File: config.mk
export PLATFORM = sky130hd
export DESIGN_NAME = seg7_scan_driver
export DESIGN_NICKNAME = d
export VERILOG_FILES = /design/src/rtl/seg7_scan_driver.sv
export SDC_FILE = /design/constraint.sdc
export NUM_CORES = 1
export LEC_CHECK = 0
export CORE_MARGIN = 2
export CORE_UTILIZATION = 52
export DETAILED_ROUTE_END_ITERATION = 10
export PLACE_DENSITY = 0.76
export SETUP_SLACK_MARGIN = 0.2
export SLEW_MARGIN = 20
export SYNTH_ARGS = -nofsm -noshare
export SYNTH_HDL_FRONTEND = slang
export SYNTH_SLANG_ARGS = --single-unit
export TNS_END_PERCENT = 5
File: constraint.sdc
create_clock -name clk -period 2.6 [get_ports clk]
set_input_delay 0.26 -clock clk [delete_from_list [all_inputs] [get_ports clk]]
set_output_delay 0.26 -clock clk [all_outputs]
set_load 0.05 [all_outputs]
File: src/rtl/seg7_scan_driver.sv
// Time-multiplexed seven-segment scanner: prescaled digit walk, per-frame snapshot,
// leading-zero blanking and selectable pin polarity. All outputs are registered.
module seg7_scan_driver #(
  parameter int DIGITS         = 4,
  parameter int DIV            = 100000,
  parameter bit ACTIVE_LOW_SEG = 1'b1,
  parameter bit ACTIVE_LOW_AN  = 1'b1,
  parameter bit BLANK_LZ       = 1'b1
) (
  input  logic                  clk,
  input  logic                  reset,
  input  logic                  enable,
  input  logic [4*DIGITS-1:0]   value,
  input  logic [DIGITS-1:0]     dp_in,
  output logic [DIGITS-1:0]     an,
  output logic [6:0]            seg,
  output logic                  dp,
  output logic                  frame_done
);

  localparam int PW = $clog2(DIV);
  localparam int IW = (DIGITS > 1) ? $clog2(DIGITS) : 1;

  localparam logic [DIGITS-1:0] AN_OFF  = ACTIVE_LOW_AN  ? {DIGITS{1'b1}} : {DIGITS{1'b0}};
  localparam logic [6:0]        SEG_OFF = ACTIVE_LOW_SEG ? 7'h7F : 7'h00;
  localparam logic              DP_OFF  = ACTIVE_LOW_SEG ? 1'b1 : 1'b0;

  // Hex to logical active-high abcdefg.
  function automatic logic [6:0] f_decode(input logic [3:0] nib);
    case (nib)
      4'h0: f_decode = 7'h7E;
      4'h1: f_decode = 7'h30;
      4'h2: f_decode = 7'h6D;
      4'h3: f_decode = 7'h79;
      4'h4: f_decode = 7'h33;
      4'h5: f_decode = 7'h5B;
      4'h6: f_decode = 7'h5F;
      4'h7: f_decode = 7'h70;
      4'h8: f_decode = 7'h7F;
      4'h9: f_decode = 7'h7B;
      4'hA: f_decode = 7'h77;
      4'hB: f_decode = 7'h1F;
      4'hC: f_decode = 7'h4E;
      4'hD: f_decode = 7'h3D;
      4'hE: f_decode = 7'h4F;
      4'hF: f_decode = 7'h47;
      default: f_decode = 7'h00;
    endcase
  endfunction

  logic [PW-1:0]         r_pcnt;
  logic [IW-1:0]         r_idx;
  logic [4*DIGITS-1:0]   r_sval;
  logic [DIGITS-1:0]     r_sdp;
  logic                  w_tick;
  logic                  w_wrap;
  logic [DIGITS-1:0]     w_zero_above;
  logic                  w_blank;
  logic [DIGITS-1:0]     w_an_nxt;
  logic [6:0]            w_seg_nxt;
  logic                  w_dp_nxt;

  assign w_tick = enable && (r_pcnt == PW'(DIV - 1));
  assign w_wrap = w_tick && (r_idx == IW'(DIGITS - 1));

  // Prescaler, digit index and frame snapshot; disable holds counters and tracks the inputs.
  always_ff @(posedge clk or posedge reset) begin
    if (reset) begin
      r_pcnt     <= '0;
      r_idx      <= '0;
      r_sval     <= '0;
      r_sdp      <= '0;
      frame_done <= 1'b0;
    end else if (!enable) begin
      r_pcnt     <= '0;
      r_idx      <= '0;
      r_sval     <= value;
      r_sdp      <= dp_in;
      frame_done <= 1'b0;
    end else begin
      r_pcnt     <= w_tick ? '0 : r_pcnt + PW'(1);
      frame_done <= w_wrap;
      if (w_wrap) begin
        r_idx  <= '0;
        r_sval <= value;
        r_sdp  <= dp_in;
      end else if (w_tick) begin
        r_idx  <= r_idx + IW'(1);
      end else begin
        r_idx  <= r_idx;
      end
    end
  end

  // w_zero_above[i] is set when nibbles i..DIGITS-1 of the snapshot are all zero.
  always_comb begin
    logic acc;
    acc          = 1'b1;
    w_zero_above = '0;
    for (int i = DIGITS - 1; i >= 0; i--) begin
      acc             = acc && (r_sval[4*i +: 4] == 4'h0);
      w_zero_above[i] = acc;
    end
  end

  assign w_blank = BLANK_LZ && (r_idx != '0) && w_zero_above[r_idx];

  // Next pin values in logical polarity, then mapped to the board polarity.
  always_comb begin
    if (enable && !w_blank) begin
      w_an_nxt  = DIGITS'(1) << r_idx;
      w_seg_nxt = f_decode(r_sval[4*r_idx +: 4]);
      w_dp_nxt  = r_sdp[r_idx];
    end else begin
      w_an_nxt  = '0;
      w_seg_nxt = 7'h00;
      w_dp_nxt  = 1'b0;
    end
  end

  // Registered pins.
  always_ff @(posedge clk or posedge reset) begin
    if (reset) begin
      an  <= AN_OFF;
      seg <= SEG_OFF;
      dp  <= DP_OFF;
    end else begin
      an  <= w_an_nxt ^ AN_OFF;
      seg <= w_seg_nxt ^ SEG_OFF;
      dp  <= w_dp_nxt ^ DP_OFF;
    end
  end

endmodule
==> flow_summary.yaml, run 1 <==
outcome:
  outcome: "complete, no violations"
yosys:
  synth_edf_count: 0
  yosysWarnings: 0
  synth_cells: 224
  syn_avg_cell_area_um2: 12.2
  synth_flop_cell: "dfrtp_1"
  synthDistinctLibCells: 43
  synth_nets: 258
  ys_seq_elements: 52
  seq_area_frac_synth: 0.480
  syn_area_um2: 2740
  synthArstFlopShare: 1.00
sta:
  period_share: 0.849
  tns_ns: 0
  hold_viol: 0
  finalClockSkew_ns: 0.00829
  tightest_slew_ns: 0.629
  timing.fmax_mhz: 453
  post-route-min-period_ns: 2.21
  setup_violations: 0
  slew_violations: 0
  relSlewSlack: 0.580
  rsz0062_at_grt: "no"
die:
  core_area_um2: 5110
  die_w_um: 76.6
  dieArea_um2: 5870
  io_pins: 36
  fp.dieH_um: 76.6
  initial_core_util: 0.537
  rows: 26
place:
  gp_congestion: 0.831
  place_area_um2: 3180
  dpl.hpwl_um: 3630
  portBuffers: 35
power_and_ir_drop:
  p_sw_frac: 0.264
  p_leak_nw: 1.41
  p_clk_frac: 0.309
  p_int_mw: 1.31
  max-vdd-ir-drop_mv: 0.319
  p_seq_frac: 0.509
  p_switching_mw: 0.470
  power_density_nw_per_um2: 542
  pwr-share-comb: 0.182
detailed_routing:
  wire_per_inst_um: 15.1
  viasPerCell: 5.51
  vias: 1846
  ant_nets: 0
  routed_wl_um: 5070
  drt_iter0_markers: 94
  drc: 0
  dr.pass1.iters: 4
critical_path:
  start_kind: "register"
  cp.arrival_ns: 2.43
  crit_required_ns: 2.82
  worst_r2r_path_depth: 5
  criticalPathCategory: "register to register"
  critical_path.max_fanout: 8
  end_kind: "register"
cts:
  clock_latency_ns: 0.31
  post_cts_resized: 0
  cts.path.max_buffers: 2
  root_buffer: "clkbuf_8"
  numCtsBuffers: 5
  cts_tree: "yes"
  cts.sinks: 52
  postCtsHoldBufs: 0
  htree_num_levels: 2
  cts.clk_slew.worst_paths_ns: 0.10
  cts_setup_buffers: 0
finish:
  seq_area_um2: 1320
  drive_gt1_frac: 0.226
  multi_input_area_um2: 1330
  antenna_cells: 0
  fin_area_um2: 3290
  mostFrequentLayoutCell: "dfrtp_1"
  area_growth_pct: 19.9
  final_cell_mix: "dfrtp_1 (40), clkdlybuf4s50_1 (35), mux2_4 (20), nor2_1 (18), xor2_1 (14)"
  filler_cell_count: 396
  final_nets: 298
global_routing:
  grt_max_degree: 53
  first_global_vias: 1839
  antenna_found_initial: 0
  grt_remaining_overflow: 0
  grt_pass1_wl_um: 8770
  grt_usage: 0.187
min_path:
  hold_class: "input port to async pin"
job:
  maxCapViolations: 0
## flip-flops by register name (all words and copies together), names as in the netlist
| register | flops |
|---|---|
| dp | 1 |
| r_sval | 16 |
| seg | 7 |
| r_pcnt | 17 |
| r_idx | 2 |
| an | 4 |
| frame_done | 1 |
| r_sdp | 4 |
## critical path: stages (launching register included)
cell and delay (ns):
dfrtp_1 0.51, mux4_2 0.63, ha_1 0.28, or3_1 0.40, a21oi_1 0.19, o31ai_1 0.10
## cell type report
| cell class | count | share of cell area |
|---|---|---|
| timing repair buffer | 42 | 0.126 |
| sequential | 52 | 0.400 |
| multi-input combinational | 154 | 0.403 |
| inverter | 9 | 0.0103 |
| clock inverter | 3 | 0.0129 |
| tap | 70 | 0.0266 |
| clock buffer | 5 | 0.0209 |
## cells in the mapped netlist, types with 2 or more instances
cell type,n,area (um2)
nand4_1,7,43.8
mux4_2,4,90.1
o221ai_1,2,17.5
xor2_1,14,123
dfrtp_1,40,1000
o31ai_1,3,22.5
mux2_2,4,45.0
and4bb_2,2,25.0
nor3_1,2,10.0
a211oi_1,3,22.5
or4_1,4,30.0
nor4_1,4,25.0
and4_1,4,35.0
dfstp_2,12,315
mux2_4,20,300
inv_1,9,33.8
nor2_1,18,67.6
buf_2,4,20.0
buf_4,2,15.0
nand2_1,13,48.8
ha_1,11,138
nand3b_1,3,22.5
or3_1,2,12.5
nand3_1,6,30.0
mux2i_1,4,40.0
o21ai_0,3,15.0
buf_6,3,33.8
a21oi_1,6,30.0
## power by group through the flow
stage                     Clock, mW  Sequential, mW  Combinational, mW
after floorplan                   0           0.969              0.172
after global placement            0           0.923              0.319
after detailed placement          0           0.923              0.326
after CTS                     0.563           0.909              0.327
after global routing          0.594           0.916              0.350
final                         0.551           0.909              0.324
## metal layers
metal / track usage / part of all wire / up-vias
met5: 0 / 0 / -
met2: 0.283 / 0.46 / 50
met1: 0.268 / 0.49 / 901
met3: 0.0332 / 0.042 / 7
met4: 0.0782 / 0.017 / 0
li1: - / - / 888
## path summary, 6_finish.rpt
| check | start | endpoint | slack, ns |
|---|---|---|---|
| setup / recovery | r_idx[0] | seg[6] | 0.39 |
| hold / removal | reset | r_pcnt[14] | 0.43 |
| setup reg to reg | r_idx[0] | seg[6] | 0.39 |
| hold reg to reg | r_pcnt[0] | r_pcnt[0] | 0.49 |
| max in group asynchronous | reset | r_sval[0] | 1.75 |
| min in group clk | r_pcnt[0] | r_pcnt[0] | 0.49 |
## through the flow
step	setup WS (ns)	utilization	hold WS [ns]	total power, mW	instances
floorplan	0.503	-	0.299	1.14	224
global placement	0.515	0.622	0.475	1.24	327
detailed placement	0.424	0.622	0.485	1.25	327
CTS	0.397	0.644	0.460	1.80	335
global route	0.270	0.644	0.530	1.86	335
finish	0.392	0.644	0.431	1.78	335
## kinds of logic (layout without fill, tap and decap cells)
kind of cell / Yosys count / in the layout / synth area share
flops: 52 / 52 / 0.480
buf+inv: 18 / 59 / 0.0374
fa+ha+maj: 11 / 11 / 0.0502
mux: 33 / 33 / 0.177
simple gates: 71 / 71 / 0.143
compound gates: 24 / 24 / 0.0643
xor+xnor: 15 / 15 / 0.0479
(Power assumes the default switching activity.)
==> run 2: changes to the inputs <==
Clock period 2.6 ns to 2.2 ns, I/O delays scaled along.
==> run 2 against run 1 <==
Against the previous run:
- first-iteration DRC count grew 41%
- combinational power increased by 27%
- clock-buffer cell count is 1 higher
- critical path depth unchanged
- sequential cell count unchanged
- largest cell class unchanged
==> flow_summary.yaml, run 2 (synthesis results as in run 1) <==
cts:
  root_buffer: "clkbuf_8"
  clock_latency_ns: 0.31
  cts.sinks: 52
  cts_tree: "yes"
  cts.path.max_buffers: 2
  postCtsHoldBufs: 0
  htree_num_levels: 2
  cts.clk_slew.worst_paths_ns: 0.10
  numCtsBuffers: 5
detailed_routing:
  viasPerCell: 5.53
  ant_nets: 0
  wire_per_inst_um: 15.6
  topRoutingLayerUsed: "met4"
  wl_met2_um: 2520
  wl_met3_um: 240
  vias: 1887
  drt_iter0_markers: 133
  dr.pass1.iters: 4
  wl_met1_um: 2470
  drc: 0
  routed_wl_um: 5320
sta:
  setup_violations: 0
  slew_violations: 0
  timing.fmax_mhz: 510
  post-route-min-period_ns: 1.96
  finalClockSkew_ns: 0.00721
  hold_viol: 0
  setup_ws_ns: 0.240
  tns_ns: 0
  period_share: 0.891
  rsz0062_at_grt: "yes"
  tightest_slew_ns: 0.504
  relSlewSlack: 0.663
finish:
  largest_reg_flops: 17
  area_growth_pct: 23.2
  filler_cell_count: 396
  final_cell_mix: "dfrtp_1 (39), clkdlybuf4s50_1 (35), mux2_4 (20), nor2_1 (18), xor2_1 (14)"
  antenna_cells: 0
  final_nets: 304
  top_register: "r_pcnt"
  mostFrequentLayoutCell: "dfrtp_1"
  drive_gt1_frac: 0.288
  reg_top3: "r_pcnt: 17 flops, r_sval: 16 flops, seg: 7 flops"
  fin_area_um2: 3380
die:
  io_pins: 36
  die_w_um: 76.6
  core_area_um2: 5110
  fp.dieH_um: 76.6
  rows: 26
  dieArea_um2: 5870
  initial_core_util: 0.537
outcome:
  outcome: "complete, no violations"
place:
  dpl.hpwl_um: 3940
  place_area_um2: 3230
  pre_cts_ws_ns: 0.0877
  portBuffers: 35
  gp_congestion: 0.785
power_and_ir_drop:
  max-vdd-ir-drop_mv: 0.342
  p_seq_frac: 0.522
  p_sw_frac: 0.277
  p_int_mw: 1.49
  p_leak_nw: 1.43
  p_switching_mw: 0.570
  p_clk_frac: 0.278
  pwr-share-comb: 0.200
  power_density_nw_per_um2: 609
global_routing:
  grt_usage: 0.197
  antenna_found_initial: 0
  first_global_vias: 1887
  grt_remaining_overflow: 0
  grt_pass1_wl_um: 9180
  grt_max_degree: 24
critical_path:
  end_kind: "register"
  cp.arrival_ns: 2.19
  crit_required_ns: 2.43
  start_kind: "register"
  criticalPathCategory: "register to register"
  critical_path.max_fanout: 8
min_path:
  hold_class: "input port to async pin"
job:
  maxCapViolations: 0
run 2: changes by cell type in the layout (fill, tap and decap cells not counted), sizes merged:
cell	previous run	this run
bufinv	1	0
clkinv	1	0
clkbuf	5	6
buf	7	13
clkinvlp	1	2
run 2: final cells by class:
cell class,count,area (um2),area share
repair buffers,48,464,0.137
flip-flops and latches,52,1320,0.390
clock inverters,2,15.0,0.00444
multi-input cells,154,1380,0.407
well taps,70,87.6,0.0259
clock buffers,6,82.6,0.0244
inverters,9,36.3,0.0107
run 2: critical path, cell delays in order, from the launching register on:
cell	delay [ns]
dfrtp_2	0.46
mux4_2	0.64
ha_4	0.23
or3_4	0.32
a21oi_2	0.15
o31ai_2	0.08
run 2: metrics by stage:
step | instances | hold slack, ns | power, mW | util
2_1_floorplan | 224 | 0.259 | 1.36 | -
3_5_place_dp | 330 | 0.473 | 1.49 | 0.632
5_1_grt | 341 | 0.288 | 2.15 | 0.662
4_1_cts | 340 | 0.255 | 2.06 | 0.654
6_report | 341 | 0.242 | 2.06 | 0.662
3_3_place_gp | 330 | 0.465 | 1.47 | 0.632
run 2: final timing paths:
| check | startpoint | to | slack [ns] | depth (start not counted) |
|---|---|---|---|---|
| worst min register to register | r_pcnt[0] | r_pcnt[0] | 0.48 | 1 |
| max in group asynchronous | reset | dp | 1.31 | 3 |
| worst max-delay path | r_idx[0] | seg[6] | 0.24 | 5 |
| worst max register to register | r_idx[0] | seg[6] | 0.24 | 5 |
| min in group clk | r_pcnt[0] | r_pcnt[0] | 0.48 | 1 |
| worst min-delay path | reset | r_sval[9] | 0.24 | 2 |
run 2: metal layers:
layer	track usage	up-vias
met2	0.300	53
met4	0.0691	0
li1	-	898
met5	0	-
met3	0.0379	9
met1	0.284	927
run 2: power by group through the flow:
| stage | combinational (mW) | clock (mW) | sequential, mW |
|---|---|---|---|
| floorplan | 0.210 | 0 | 1.15 |
| global placement | 0.386 | 0 | 1.09 |
| detailed placement | 0.394 | 0 | 1.09 |
| CTS | 0.400 | 0.583 | 1.07 |
| global route | 0.445 | 0.622 | 1.08 |
| finish | 0.411 | 0.572 | 1.07 |
run 2: repair_timing:
action,in CTS,in global routing
endpoints found under the setup margin,11,30
buffers inserted,2,1
pin swaps,1,7
gates resized for setup,1,11
==> run 3: changes to the inputs <==
Settings changed: CELL_PAD_IN_SITES_DETAIL_PLACEMENT set to 1, CELL_PAD_IN_SITES_GLOBAL_PLACEMENT set to 2, CORE_UTILIZATION 52 to 37, PLACE_DENSITY 0.76 to unset, PLACE_DENSITY_LB_ADDON set to 0.1.
==> run 3 against run 2 <==
Against the previous run:
- fmax hardly changed
- utilization is 19 points lower
- register-to-register slack hardly changed
- critical path type unchanged
- setup slack hardly changed
- critical endpoint unchanged
==> flow_summary.yaml, run 3 (synthesis results as in run 1) <==
finish:
  reg_top3: "r_pcnt: 17 flops, r_sval: 16 flops, seg: 7 flops"
  instances_no_fill: 373
  top_register: "r_pcnt"
  largest_reg_flops: 17
  final_cell_mix: "dfrtp_1 (39), clkdlybuf4s50_1 (35), mux2_4 (20), nor2_1 (18), xor2_1 (14)"
  antenna_cells: 0
  filler_cell_count: 788
  area_growth_pct: 25.3
  drive_gt1_frac: 0.277
  final_nets: 307
  mostFrequentLayoutCell: "dfrtp_1"
cts:
  root_buffer: "clkbuf_8"
  cts.clk_slew.worst_paths_ns: 0.09
  numCtsBuffers: 5
  clock_latency_ns: 0.32
  htree_num_levels: 2
  cts.path.max_buffers: 2
  cts.sinks: 52
  cts_tree: "yes"
global_routing:
  use_met1: 0.193
  grt.busiest_layer: "met2"
  use_met2: 0.286
  grt_pass1_wl_um: 10400
  grt_remaining_overflow: 0
  grt_usage: 0.161
  first_global_vias: 2057
  antenna_found_initial: 0
  grt_max_degree: 53
  gr-usage-met3: 0.0352
place:
  pre_cts_ws_ns: 0.110
  dpl.hpwl_um: 4430
  gp_congestion: 0.737
  placedCellCount: 360
  portBuffers: 35
sta:
  relSlewSlack: 0.666
  hold_viol: 0
  tightest_slew_ns: 0.500
  hold_ws_ns: 0.256
  tns_ns: 0
  timing.fmax_mhz: 510
  slew_violations: 0
  post-route-min-period_ns: 1.96
  setup_ws_ns: 0.240
  rsz0062_at_grt: "yes"
  period_share: 0.891
  finalClockSkew_ns: 0.0145
  setup_violations: 0
critical_path:
  cp-startpoint: "r_idx[0]"
  worstReg2RegStart: "r_idx[0]"
  critical_path.max_fanout: 6
  criticalPathCategory: "register to register"
  critPathBufInv: 0
  end_kind: "register"
  cpMaxStageDelayCell: "mux4_2"
  start_kind: "register"
  crit_required_ns: 2.43
  critPathMaxStageDelay_ns: 0.63
  crit_family: "multiplexers"
  crit_chain: "mux4_2, ha_4, or3_1, a21oi_2, o31ai_1"
  cp.arrival_ns: 2.19
power_and_ir_drop:
  max-vdd-ir-drop_mv: 0.247
  p_leak_nw: 1.45
  power_density_nw_per_um2: 594
  power_mw: 2.04
detailed_routing:
  wire_per_inst_um: 17.0
  viasPerCell: 5.13
  drt_iter0_markers: 59
  vias: 1914
  routed_wl_um: 6330
  drc: 0
  ant_nets: 0
  dr.pass1.iters: 4
min_path:
  hold_class: "input port to async pin"
die:
  dieArea_um2: 8120
  core_area_um2: 7210
  rows: 31
  fp.dieH_um: 90.1
  die_w_um: 90.1
  initial_core_util: 0.380
  io_pins: 36
outcome:
  outcome: "complete, no violations"
job:
  maxCapViolations: 0
[run 3: layout make-up]
class | count | area [um2] | share of cell area
multi-input cells | 154 | 1360 | 0.396
flip-flops and latches | 52 | 1320 | 0.383
repair buffers | 51 | 517 | 0.150
well taps | 99 | 124 | 0.0360
clock buffers | 7 | 76.3 | 0.0222
inverters | 9 | 33.8 | 0.00983
clock inverters | 1 | 8.76 | 0.00255
[run 3: metrics by stage]
stage                util  area (um2)
finish              0.476        3440
detailed placement  0.455        3280
CTS                 0.468        3380
floorplan               -        2780
global placement    0.455        3280
global route        0.476        3440
[run 3: power breakdown]
group | switching [mW] | internal, mW
logic | 0.212 | 0.206
clock network | 0.321 | 0.228
registers | 0.0458 | 1.03
total | 0.579 | 1.46
[run 3: worst min-delay path, cell delays in order]
cell and delay (ns):
clkdlybuf4s50_1 0.41, inv_2 0.07, buf_12 0.26
[run 3: what timing repair did]
action	4_1_cts	5_1_grt
setup buffers	1	2
gates cloned	0	2
endpoints found under the hold margin	0	0
hold buffers	0	0
endpoints found under the setup margin	7	26
pin swaps	3	1
resized for setup	3	4
[run 3: routing by layer]
metal	vias to the layer above	wire (um)
met2	40	3280
li1	903	-
met5	-	0
met3	11	222
met1	960	2720
met4	0	100
[run 3: final timing paths]
check / end / slack [ns] / cells after the start
worst min register to register: r_pcnt[0] / 0.50 / 1
worst max-delay path: seg[6] / 0.24 / 5
min in group clk: r_pcnt[0] / 0.50 / 1
worst min-delay path: r_sdp[2] / 0.26 / 3
max in group asynchronous: seg[1] / 1.65 / 3
worst max register to register: seg[6] / 0.24 / 5
